[src/rtl/sysbus_rr_arbiter.sv]
// sysbus_rr_arbiter: round-robin owner of the single Sysbus port, held from grant through the last beat.
// Optional watchdog abort enabled by defining SYSBUS_ARB_TIMEOUT_EN.
module sysbus_rr_arbiter #(
  parameter int BUS_DATA_WIDTH = 64,
  parameter int BUS_TAG_WIDTH  = 13,
  parameter int NUM_MASTERS    = 3,
  parameter int BEATS_PER_LINE = 8,
  parameter int WR_TAG_BIT     = 12,
  parameter int WR_TAG_VAL     = 0,
  parameter int TIMEOUT_CYCLES = 1024
) (
  input  logic                                  clk,
  input  logic                                  reset,
  input  logic [NUM_MASTERS-1:0]                m_reqcyc,
  input  logic [NUM_MASTERS*BUS_DATA_WIDTH-1:0] m_req,
  input  logic [NUM_MASTERS*BUS_TAG_WIDTH-1:0]  m_reqtag,
  output logic [NUM_MASTERS-1:0]                m_reqack,
  output logic [NUM_MASTERS-1:0]                m_respcyc,
  output logic [BUS_DATA_WIDTH-1:0]             m_resp,
  output logic [BUS_TAG_WIDTH-1:0]              m_resptag,
  input  logic [NUM_MASTERS-1:0]                m_respack,
  output logic                                  bus_reqcyc,
  output logic [BUS_DATA_WIDTH-1:0]             bus_req,
  output logic [BUS_TAG_WIDTH-1:0]              bus_reqtag,
  input  logic                                  bus_reqack,
  input  logic                                  bus_respcyc,
  input  logic [BUS_DATA_WIDTH-1:0]             bus_resp,
  input  logic [BUS_TAG_WIDTH-1:0]              bus_resptag,
  output logic                                  bus_respack,
  output logic [1:0]                            owner,
  output logic                                  busy,
  output logic                                  err_timeout
);
  localparam int CW = BEATS_PER_LINE > 1 ? $clog2(BEATS_PER_LINE) : 1;
  typedef enum logic [1:0] {IDLE, REQ, WDATA, RESP} state_t;
  state_t state, state_n;
  logic [1:0] owner_n, rr_ptr, rr_n, gnt, nxt;
  logic gnt_ok, req_hs, resp_hs, last, timeout, xfer;
  logic [CW-1:0] cnt, cnt_n;
  logic [2*NUM_MASTERS-1:0] rot;
  logic [BUS_DATA_WIDTH-1:0] req_arr [NUM_MASTERS];
  logic [BUS_TAG_WIDTH-1:0] tag_arr [NUM_MASTERS];
  genvar g;
  for (g = 0; g < NUM_MASTERS; g++) begin : g_split
    assign req_arr[g] = m_req[g*BUS_DATA_WIDTH +: BUS_DATA_WIDTH];
    assign tag_arr[g] = m_reqtag[g*BUS_TAG_WIDTH +: BUS_TAG_WIDTH];
  end
  assign req_hs  = bus_reqcyc && bus_reqack;
  assign resp_hs = bus_respcyc && bus_respack;
  assign last    = cnt == CW'(BEATS_PER_LINE - 1);
  assign nxt     = owner == 2'(NUM_MASTERS - 1) ? 2'd0 : owner + 2'd1;
  // Rotate requests so the search always starts at bit 0; scan downward so the lowest hit wins.
  assign rot = {m_reqcyc, m_reqcyc} >> rr_ptr;
  always_comb begin
    gnt_ok = 1'b0;
    gnt = 2'd0;
    for (int i = NUM_MASTERS - 1; i >= 0; i--)
      if (rot[i]) begin
        gnt_ok = 1'b1;
        gnt = ({1'b0, rr_ptr} + 3'(i) >= 3'(NUM_MASTERS)) ? 2'({1'b0, rr_ptr} + 3'(i) - 3'(NUM_MASTERS)) : rr_ptr + 2'(i);
      end
  end
`ifdef SYSBUS_ARB_TIMEOUT_EN
  localparam int WW = $clog2(TIMEOUT_CYCLES + 1);
  logic [WW-1:0] wd;
  logic to_q;
  assign timeout = state != IDLE && !req_hs && !resp_hs && wd == WW'(TIMEOUT_CYCLES - 1);
  assign err_timeout = to_q;
  always_ff @(posedge clk)
    if (!reset) begin
      wd <= '0;
      to_q <= 1'b0;
    end else begin
      wd <= (state == IDLE || req_hs || resp_hs || timeout) ? '0 : wd + 1'b1;
      to_q <= timeout;
    end
`else
  assign timeout = 1'b0;
  assign err_timeout = 1'b0;
`endif
  always_ff @(posedge clk)
    if (!reset) begin
      state <= IDLE;
      owner <= 2'd0;
      rr_ptr <= 2'd0;
      cnt <= '0;
    end else begin
      state <= state_n;
      owner <= owner_n;
      rr_ptr <= rr_n;
      cnt <= cnt_n;
    end
  always_comb begin
    state_n = state;
    owner_n = owner;
    rr_n = rr_ptr;
    cnt_n = cnt;
    case (state)
      IDLE: if (gnt_ok) begin
        state_n = REQ;
        owner_n = gnt;
      end
      REQ: if (!m_reqcyc[owner]) begin
        state_n = IDLE;
        rr_n = nxt;
      end else if (req_hs) begin
        state_n = bus_reqtag[WR_TAG_BIT] == 1'(WR_TAG_VAL) ? WDATA : RESP;
        cnt_n = '0;
      end
      WDATA: if (req_hs) begin
        cnt_n = last ? '0 : cnt + 1'b1;
        state_n = last ? IDLE : WDATA;
        rr_n = last ? nxt : rr_ptr;
      end
      RESP: if (resp_hs) begin
        cnt_n = last ? '0 : cnt + 1'b1;
        state_n = last ? IDLE : RESP;
        rr_n = last ? nxt : rr_ptr;
      end
      default: state_n = IDLE;
    endcase
    if (timeout) begin
      state_n = IDLE;
      rr_n = nxt;
      cnt_n = '0;
    end
  end
  always_comb begin
    busy = state != IDLE;
    xfer = state == REQ || state == WDATA;
    bus_reqcyc = xfer && m_reqcyc[owner];
    bus_req = xfer ? req_arr[owner] : '0;
    bus_reqtag = xfer ? tag_arr[owner] : '0;
    m_reqack = '0;
    m_reqack[owner] = xfer && bus_reqack;
    m_respcyc = '0;
    m_respcyc[owner] = state == RESP && bus_respcyc;
    bus_respack = state == RESP && m_respack[owner];
    m_resp = state == RESP ? bus_resp : '0;
    m_resptag = state == RESP ? bus_resptag : '0;
  end
endmodule

[config.mk]
export PLATFORM = sky130hd
export DESIGN_NAME = sysbus_rr_arbiter
export DESIGN_NICKNAME = d
export VERILOG_FILES = /design/src/rtl/sysbus_rr_arbiter.sv
export SDC_FILE = /design/constraint.sdc
export NUM_CORES = 1
export LEC_CHECK = 0
export CAP_MARGIN = 10
export CORE_AREA = 2 2 185 187
export DETAILED_ROUTE_END_ITERATION = 8
export DIE_AREA = 0 0 187 189
export PLACE_DENSITY_LB_ADDON = 0.25
export SLEW_MARGIN = 20
export SYNTH_ARGS = -nofsm -noshare
export SYNTH_HDL_FRONTEND = slang
export SYNTH_SLANG_ARGS = --single-unit
[constraint.sdc]
create_clock -name clk -period 2.65 [get_ports clk]
set_input_delay 0.53 -clock clk [delete_from_list [all_inputs] [get_ports clk]]
set_output_delay 0.53 -clock clk [all_outputs]
set_load 0.01 [all_outputs]
==> flow_summary.ini <==
[yosys]
ys_warn_count = 0
syn_nets = 880
avgSynthCellArea_sq_um = 6.412
synth_area_sq_mm = 0.003546
synth.yosys.seq_area_share_pct = 5.081
ys.flop_type = dfxtp_1
yosys_register_bits = 9
synth_edf_count = 0
synth_cells = 553
async_flop_share_pct = 0
ys_types = 39

[sta]
fmax_ghz = 0.3783
fin_skew_ps = 0.4067
fin_crit_ps = 2643
drv_slew = 0
setup_tns_ps = 0
setup_viol = 0
hold_violations = 0
grt_setup_unrepaired = true
period_share_pct = 99.75

[outcome]
status = finished, final reports clean

[placement]
placed_cell_area_sq_mm = 0.009010
portBuffers = 482
hpwl_um = 18610
gp_congestion = 0.8055

[setup_path]
r2r_start = owner[0]$_SDFFE_PN0P_
cp_cell_sequence = clkdlybuf4s50_1 -> mux2i_2 -> o21ai_1 -> and2_1 -> clkdlybuf4s50_1
crit_fanout = 2
critPathArrivalTime_ps = 2110
cpMostUsedCell = clkdlybuf4s50_1
cp.depth = 5
path_buf_inv = 2
critPathMaxStageDelay_ps = 480
reg2reg_to = rr_ptr[0]$_SDFFE_PN0P_
reg2reg_slack_ps = 490
crit_path_start_kind = input port
end_kind = output pin
worst-endpoint-required_ps = 2120
path_delay_family = buffers and inverters
cp_slowest_cell = clkdlybuf4s50_1
cp-startpoint = m_respack[0]
endpoint = bus_respack
worstSetupPathType = in -> out
rr_worst_depth = 8

[floorplan]
die_y_um = 189
core-area_sq_mm = 0.03328
io_pins = 484
die-area_sq_mm = 0.03534
fp-row-count = 67
die_w_um = 187
start_util_pct = 10.65

[grt]
grt_max_degree = 78
antenna_found_initial = 2
grt_usage_pct = 12.30
grt_pass1_vias = 5662
overflow = 0
grt_pass1_wl_um = 34100

[drt]
vias = 5498
wl_per_cell_um = 15.73
firstDrtPassIters = 4
drtIter0Drc = 139
drcViolationCount = 0
final_antenna_net_count = 0
wl_um = 23210
detail_route.vias_per_cell = 3.725

[cells_and_area]
final_nets = 1353
drive_gt1_share_pct = 4.976
syn_to_final_growth_pct = 162.0
fin_area_sq_mm = 0.009291
finish.utilization_pct = 27.92

[clocking]
insertion_delay_ps = 240
clk_pin_slew_ps = 40
htreeDepth = 1
cts_root_buf = clkbuf_16
cts_buffer_depth = 2
cts_tree = built
clkSinkCount = 9
cts_buffers = 3

[power]
power_density_mw_per_mm2 = 591.3
peakVddDrop_mv = 0.3791
power.leakage_uw = 0.003312

[hold_path]
hold_class = reg -> reg
min_from = cnt[1]$_SDFFE_PN0P_

[run]
drv_cap = 0
## timing repair
action / CTS / global route
hold endpoints to repair: 0 / 0
setup buffers: 0 / 11
gates resized for setup: 10 / 6
hold buffers: 0 / 0
gates cloned: 2 / 0
pin swaps: 0 / 1
setup endpoints to repair: 19 / 42
## layout make-up
cell class              count  area (sq um)
well taps                 448         560.5
repair buffers            519          5274
fillers                  3630         23990
flip-flops and latches      9         190.2
diodes                      3         7.507
multi-input cells         484          3147
clock buffers               4         78.83
inverters                   9         33.78
## synth_stat cells (2+ instances only)
library cell / instances / share of area (%)
o21a_1: 2 / 0.42
nand2b_1: 2 / 0.35
a211o_1: 3 / 0.74
mux2i_1: 87 / 25
o21ai_0: 80 / 11
nor3_1: 4 / 0.56
o22ai_1: 2 / 0.35
dfxtp_1: 9 / 5.1
and2_1: 156 / 28
nor2b_1: 5 / 0.88
buf_4: 2 / 0.42
nand3b_1: 4 / 0.85
clkbuf_1: 36 / 3.8
a21oi_1: 9 / 1.3
ha_1: 9 / 3.2
nand3_1: 4 / 0.56
inv_1: 9 / 0.95
nand2_1: 88 / 9.3
nor2_1: 10 / 1.1
and3_1: 2 / 0.35
buf_2: 12 / 1.7
## sequential cells by signal, summed over array words and instances, names as in the netlist
| register | flops |
|---|---|
| owner | 2 |
| state | 2 |
| cnt | 3 |
| rr_ptr | 2 |
## cells in the final DEF (no fill, tap or decap), types with 2 or more instances in the layout
master and n:
clkdlybuf4s50_1 478, and2_1 156, nand2_1 88, mux2i_1 86
o21ai_0 76, buf_4 26, nor2_1 10, inv_1 9
a21oi_1 9, ha_1 7, buf_12 7, o21ai_1 5
dfxtp_1 5, nor3_1 4, nand3b_1 4, nor2b_1 4
nand3_1 4, diode_2 3, a211o_1 3, clkbuf_16 3
buf_16 3, dlygate4sd2_1 3, and3_1 2, nand2b_1 2
o22ai_1 2, o21a_1 2, ha_4 2, dfxtp_4 2
dfxtp_2 2
## power breakdown
part | leakage, uW | internal [uW] | switching, uW
combinational | 0.00320 | 2750 | 2210
clock | 0.0000382 | 202 | 72.6
sequential | 0.0000754 | 178 | 81.4
total | 0.00331 | 3130 | 2360
## worst register-to-register path, cell delays in order (launching register included)
cell	delay, ps
dfxtp_4	430
buf_4	180
buf_4	210
mux2i_1	260
o21ai_1	100
buf_4	170
a21o_1	210
or4_1	400
a21oi_1	130
## cell families (layout without fill, tap and decap cells)
| group | count (synthesis) | after routing | share of synthesized area, % |
|---|---|---|---|
| AO/OA/AOI/OAI | 106 | 106 | 16.97 |
| adder cells (fa/ha/maj) | 9 | 9 | 3.176 |
| buffers and inverters | 60 | 532 | 7.198 |
| flip-flops | 9 | 9 | 5.081 |
| multiplexers | 88 | 88 | 24.88 |
| other | 1 | 4 | 0.1058 |
| AND/OR/NAND/NOR | 280 | 280 | 42.59 |
## metal layers
layer	global-route usage (%)	routed length (um)
met1	14.66	9652
met2	22.29	11670
met3	2.929	1438
met4	2.717	452
met5	0	0
## metrics by stage
stage / hold slack, ps / cells / setup slack (ps) / total power, uW
floorplan: 441.7 / 553 / 601.5 / 2454
global placement: 447.8 / 1456 / -107.7 / 4979
detailed placement: 465.4 / 1456 / -100.8 / 4959
CTS: 470.7 / 1462 / -4.009 / 5483
global route: 499.3 / 1474 / -65.88 / 5940
finish: 470.3 / 1476 / 6.607 / 5494
## worst min path at each step
stage                                to  slack, ps  cells after the start
global placement    cnt[1]$_SDFFE_PN0P_        450                      2
finish              cnt[1]$_SDFFE_PN0P_        470                      2
CTS                 cnt[1]$_SDFFE_PN0P_        470                      2
detailed placement  cnt[1]$_SDFFE_PN0P_        470                      2
global route        cnt[2]$_SDFFE_PN0P_        500                      2
floorplan           cnt[1]$_SDFFE_PN0P_        440                      2
No activity file was read; power rests on OpenSTA's default activity.
